### config.mk
export PLATFORM = sky130hd
export DESIGN_NAME = wr_port_arbiter
export DESIGN_NICKNAME = d
export VERILOG_FILES = /design/src/rtl/wr_port_arbiter.sv
export SDC_FILE = /design/constraint.sdc
export NUM_CORES = 1
export LEC_CHECK = 0
export CORE_MARGIN = 1
export CORE_UTILIZATION = 36
export CTS_CLUSTER_SIZE = 20
export DETAILED_ROUTE_END_ITERATION = 6
export GPL_ROUTABILITY_DRIVEN = 0
export GPL_TIMING_DRIVEN = 0
export PLACE_DENSITY = 0.8
export SYNTH_ARGS = -nofsm -noshare
export SYNTH_HDL_FRONTEND = slang
export SYNTH_SLANG_ARGS = --single-unit
### constraint.sdc
create_clock -name wclk -period 2.2 [get_ports wclk]
set_clock_uncertainty 0.05 [all_clocks]
set_input_delay 0.44 -clock wclk [delete_from_list [all_inputs] [get_ports wclk]]
set_output_delay 0.44 -clock wclk [all_outputs]
set_load 0.01 [all_outputs]
### src/rtl/wr_port_arbiter.sv
// Round-robin arbiter sharing one async-FIFO write port among NUM_REQ streams.
// Optional macro WR_ARB_STALL_CNT_EN adds a saturating 16-bit full-stall counter.
module wr_port_arbiter #(
  parameter int NUM_REQ   = 4,
  parameter int DATA_SIZE = 8,
  parameter int MAX_BURST = 4
) (
  input  logic                         wclk,
  input  logic                         wrst_n,
  input  logic [NUM_REQ-1:0]           req_valid,
  input  logic [NUM_REQ*DATA_SIZE-1:0] req_data,
  output logic [NUM_REQ-1:0]           req_ready,
  input  logic                         wfull,
  output logic                         winc,
  output logic [DATA_SIZE-1:0]         wdata,
`ifdef WR_ARB_STALL_CNT_EN
  output logic [15:0]                  stall_cnt,
`endif
  output logic [NUM_REQ-1:0]           gnt
);

  localparam int OW = (NUM_REQ > 1) ? $clog2(NUM_REQ) : 1;
  localparam int BW = $clog2(MAX_BURST) + 1;
  localparam logic [BW-1:0] BLAST = BW'(MAX_BURST - 1);
  localparam logic [OW-1:0] OWN_RST = OW'(NUM_REQ - 1);
  localparam logic [OW:0] NREQ = (OW+1)'(NUM_REQ);

  typedef enum logic {IDLE, BURST} state_t;

  state_t             state, state_nxt;
  logic [OW-1:0]      own, own_nxt;
  logic [BW-1:0]      bcnt, bcnt_nxt;
  logic [NUM_REQ-1:0] gnt_nxt;
  logic               burst, bend, arb;
  logic               found;
  logic [OW-1:0]      win;
  logic [OW:0]        sum;

  assign burst     = (state == BURST);
  assign req_ready = (burst && !wfull) ? gnt : '0;
  assign winc      = |(req_valid & req_ready);
  assign wdata     = winc ?
    req_data[int'(own)*DATA_SIZE +: DATA_SIZE] : '0;

  // Round-robin search starting just after the current owner
  always_comb begin
    found = 1'b0;
    win   = own;
    sum   = '0;
    for (int k = 1; k <= NUM_REQ; k++) begin
      sum = {1'b0, own} + (OW+1)'(k);
      if (sum >= NREQ)
        sum = sum - NREQ;
      if (!found && req_valid[sum[OW-1:0]]) begin
        found = 1'b1;
        win   = sum[OW-1:0];
      end
    end
  end

  // Burst end detection, re-arbitration and burst counting
  always_comb begin
    state_nxt = state;
    own_nxt   = own;
    gnt_nxt   = gnt;
    bcnt_nxt  = bcnt;
    bend      = 1'b0;
    if (burst)
      bend = !req_valid[own] || (winc && bcnt == BLAST);
    arb = !burst || bend;
    if (arb) begin
      bcnt_nxt = '0;
      if (found) begin
        state_nxt = BURST;
        own_nxt   = win;
        gnt_nxt   = '0;
        gnt_nxt[win] = 1'b1;
      end else begin
        state_nxt = IDLE;
        gnt_nxt   = '0;
      end
    end else if (winc) begin
      bcnt_nxt = bcnt + BW'(1);
    end
  end

  // State, owner, grant and burst counter registers
  always_ff @(posedge wclk or negedge wrst_n) begin
    if (!wrst_n) begin
      state <= IDLE;
      own   <= OWN_RST;
      bcnt  <= '0;
      gnt   <= '0;
    end else begin
      state <= state_nxt;
      own   <= own_nxt;
      bcnt  <= bcnt_nxt;
      gnt   <= gnt_nxt;
    end
  end

`ifdef WR_ARB_STALL_CNT_EN
  // Count cycles where the owner has a word but the FIFO is full
  always_ff @(posedge wclk or negedge wrst_n) begin
    if (!wrst_n)
      stall_cnt <= '0;
    else if (burst && req_valid[own] && wfull &&
             stall_cnt != 16'hFFFF)
      stall_cnt <= stall_cnt + 16'd1;
  end
`endif

endmodule

* Word level (Yosys, flattened, before mapping)
Index checks and enable logic that the tools add are counted.
** Storage, ports and cells
- RAM bits :: 0
- ROM bits :: 0
- Latch bits :: 0
- Register bits :: 10
- Word-level logic and storage cells :: 75
- Output and inout bits :: 17
- Memories kept :: 0
** Cells by class
- Magnitude comparators :: 11
- Multiplexer cells :: 31
- Div/mod/pow operators :: 0
- Equality and inequality tests :: 1
- Multiply operators :: 0
- Reduce and logical (&&, ||, !) cells :: 17
- Bitwise gates (word level) :: 1
- Shift-type cells :: 1
- Add/subtract/negate cells :: 9
** Operators with widths (count)
- variable part select 32 x 6 -> 8 bit :: 1
- less-than comparator 2 x 3 -> 1 bit (second input constant) :: 6
- 2-to-1 mux 2 bit :: 8
- greater-or-equal comparator 3 bit (second input constant) :: 4
- 2-to-1 mux 1 bit :: 12
- binary-select mux 1 bit (select 2 bit) :: 5
- 2-to-1 mux 4 bit :: 2
- 2-to-1 mux 8 bit :: 1
- subtractor 2 x 1 -> 2 bit (second input constant) :: 4
- adder 2 x 2 -> 3 bit (second input constant) :: 2
- logical AND 1 bit :: 6
- logical NOT 1 bit :: 6
- 2-to-1 mux 3 bit :: 2
- AND 4 bit :: 1
- OR reduction 4 bit :: 1
- adder 2 x 1 -> 3 bit (second input constant) :: 1
- adder 2 x 3 -> 3 bit (second input constant) :: 1
- adder 3 x 1 -> 3 bit (second input constant) :: 1
- equality test 3 x 2 -> 1 bit (second input constant) :: 1
- demux 1 bit (select 2 bit) :: 1
- greater-or-equal comparator 2 x 1 -> 1 bit (second input constant) :: 1
- logical OR 1 bit :: 2
- AND reduction 2 bit :: 1
- nonzero test 2 bit :: 1

* Longest topological paths before layout
- Depth after elaboration :: 20
- Mapped depth :: 5

* Least setup slack after synthesis
Ideal clock, no wire load.
- Path kind :: register -> output
- From :: register own[0]
- To :: output port wdata[1]
- Cell stages (with the launch flop) :: 4
- Path slack :: 326 ps
- Data arrival time :: 1384 ps
- Path through :: dfstp_2 > buf_6 > mux4_2 > and2_1
** On the way
- Cells in the longest elaborated chain, start to end :: 2
** Ends and longest elaborated chain
- start, declared :: line 31 : logic [OW-1:0] own, own_nxt;
- start signal, assigned :: line 96 : own <= own_nxt;
- variable part select 32 x 6 -> 8 bit :: line 43 : req_data[int'(own)*DATA_SIZE +: DATA_SIZE] : '0;
- 2-to-1 mux 8 bit :: line 42 : assign wdata = winc ?
- end, declared :: line 15 : output logic [DATA_SIZE-1:0] wdata,
Every way passes these cells.

* Worst setup path in the final report
Same ends and word-level chain as after synthesis.

==> metrics <==
syn_area_per_cell=10.2 sq um; register area share after synthesis=between 20% and 30%; Hold Path Class=primary input to async pin; antenna viol nets, final=0; largest net degree at the start of global routing=11; top-area cell type share of the netlist area=22.2%; FF+latch area=around 250 sq um; CP Max Fanout=7; Syn Nets=around 130; clock sinks=10; critical path startpoint category=register; Routed WL per cell=about 14 um; fin nets=198; clock tree buffer depth=2; vias=955; Port Buffers=55; async set-or-reset flop fraction in the synthesized netlist=100%; Data required, critical path=1.71 ns; top cells by instance count after synthesis=and2_1, dfrtp_1, mux4_2, nand2_1, nor2_1; dominant cells by area after synthesis=dfrtp_1, mux4_2, and2_1; top_reg_cell synth=dfrtp_1; Worst path slowest cell=dfstp_2; reg2reg setup slack=around 0.33 ns; Leak Pwr=0.676 nW; Peak VDD IR=~0.65 mV; crit path capture type=primary output; f_max=433 MHz; minimum clock period=2.31 ns; TritonCTS clock tree=yes; Synth Cell Area=901 sq um; run status=complete, but fails checks; Crit path max-delay family=flip-flops; warnings from Yosys=0; H-tree depth=1; effective utilization at floorplan=39.6%; Die Ht=52.0 um; Post-DP HPWL=slightly below 2 mm; worst relative slew slack=slightly below 70%; CP cell instances=buf_8, buf_6, mux4_2, and2_1, buf_2; Slew Viols, Final=0; clk root buf=clkbuf_4; vias in the first global route=890; DRT Pass-1 Iters=4; cells after synthesis=88; EDFF count, synth=0; DR iter-0 viols=10; Finished Layout Cells=between 150 and 200; I/O Pins=56; crit-path max cell delay=0.56 ns; area leader, netlist=dfrtp_1; first-pass GRT wire length=3.91 mm; final WL=2.60 mm; Overflow after GRT=0; final setup fails=8; Vias/cell=5.22; share of layout cells above drive strength 1=25.2%; Tot GR Track Use=19.8%; dpl cells=171; RSZ-0062 raised after global routing=true; Worst Setup Path Type=register to primary output; Site Rows=17; Worst-path clk slew=0.06 ns; area of the multi-input gates=612 sq um; fillcell total=187; initial antenna violation count=0; most common cell in the netlist=and2_1; final routed DRC violation total=0; Final period util=105%; CTS buffer count=3; core area=2280 sq um; setup ws final=-0.110 ns; worst-margin pin slew=roughly 0.46 ns; setup TNS=-0.274 ns; CP Buf/Inv Count=3; latest clock arrival within the worst-skew pair=0.26 ns; CP Data Arrival Time=1.82 ns; pwr/cell area=943 nW/um^2; Cell variety after synth=34; ANT cells=0; #FFs+latches synth=10; failing checks=negative setup slack; die area=2710 sq um; maxcap violations=0; Final Hold Viols=0; Area growth, synth to finish=72.1%; die width=about 52 um
==> worst paths after layout <==
check	start	endpoint	depth (start not counted)
max	own[0]$_DFFE_PN1P_	wdata[1]	5
max in group asynchronous	wrst_n	own[0]$_DFFE_PN1P_	1
min reg2reg	bcnt[2]$_DFFE_PN0P_	bcnt[2]$_DFFE_PN0P_	2
min in group wclk	bcnt[2]$_DFFE_PN0P_	bcnt[2]$_DFFE_PN0P_	2
min	wrst_n	burst$_DFFE_PN0P_	1
max reg2reg	own[0]$_DFFE_PN1P_	gnt[3]$_DFFE_PN0P_	8
==> layer usage <==
metal / GRT usage, % / wire length, um
met4: 4.95 / 8
met2: 36.1 / 1260
met1: 21.1 / 1040
met3: 7.60 / 288
met5: 0 / 0
==> sequential cells by signal, indices dropped and copies added (netlist names) <==
name / cells
gnt: 4
bcnt: 3
own: 2
burst: 1
==> cell usage in the layout (no fill, tap or decap), drive strengths merged, types with 3 or more instances in the layout <==
master         netlist  routed
a21oi                4       4
and2                13      13
buf                  3      20
clkbuf               0       3
clkdlybuf4s50        0      38
dfrtp                8       8
dlygate4sd2          0       7
inv                  3       3
mux2i                3       3
mux4                 8       8
nand2                6       6
nand2b               5       5
nand3                4       4
nor2                 5       5
o31ai                4       4
==> layout make-up <==
| class | instances | share of cell area (%) |
|---|---|---|
| Buffer | 3 | 2.18 |
| Timing Repair Buffer | 64 | 37.6 |
| Sequential cell | 10 | 16.3 |
| Tap cell | 28 | 2.26 |
| Inverter | 3 | 0.726 |
| Clock buffer | 3 | 1.45 |
| Multi-Input combinational cell | 72 | 39.5 |
==> cells by family after synthesis <==
family	after synthesis	synth area share (%)
AO/OA/AOI/OAI	20	16.8
XOR/XNOR	1	0.972
adder cells (fa/ha/maj)	2	2.78
buffers and inverters	6	3.89
flip-flops	10	28.1
multiplexers	11	24.2
AND/OR/NAND/NOR	38	23.3
==> repair_timing <==
action                                 CTS  global route
hold buffers                             0             0
pin swaps                                3             4
setup endpoints to repair               13             9
buffers inserted                         6             3
endpoints found under the hold margin    0             0
gates resized for setup                 47             7
==> stage by stage <==
| step | util (%) | total power, W | setup WS [ns] | instance area (sq um) | hold WS (ns) |
|---|---|---|---|---|---|
| after floorplan | - | 0.000905 | 0.326 | 901 | 0.0944 |
| after global placement | 65.3 | 0.00121 | -0.655 | 1490 | 0.486 |
| after detailed placement | 65.3 | 0.00123 | -0.660 | 1490 | 0.487 |
| after CTS | 66.2 | 0.00141 | -0.103 | 1510 | 0.453 |
| after global routing | 68.1 | 0.00157 | -0.160 | 1550 | 0.466 |
| final | 68.1 | 0.00146 | -0.110 | 1550 | 0.447 |
==> power breakdown <==
| part | switching, W | total, W | leakage [nW] | internal (W) |
|---|---|---|---|---|
| sequential | 0.0000637 | 0.000325 | 0.124 | 0.000261 |
| combinational | 0.000420 | 0.00102 | 0.539 | 0.000596 |
| clock | 0.0000584 | 0.000121 | 0.0138 | 0.0000630 |
Power figures use the tool's default switching activity.
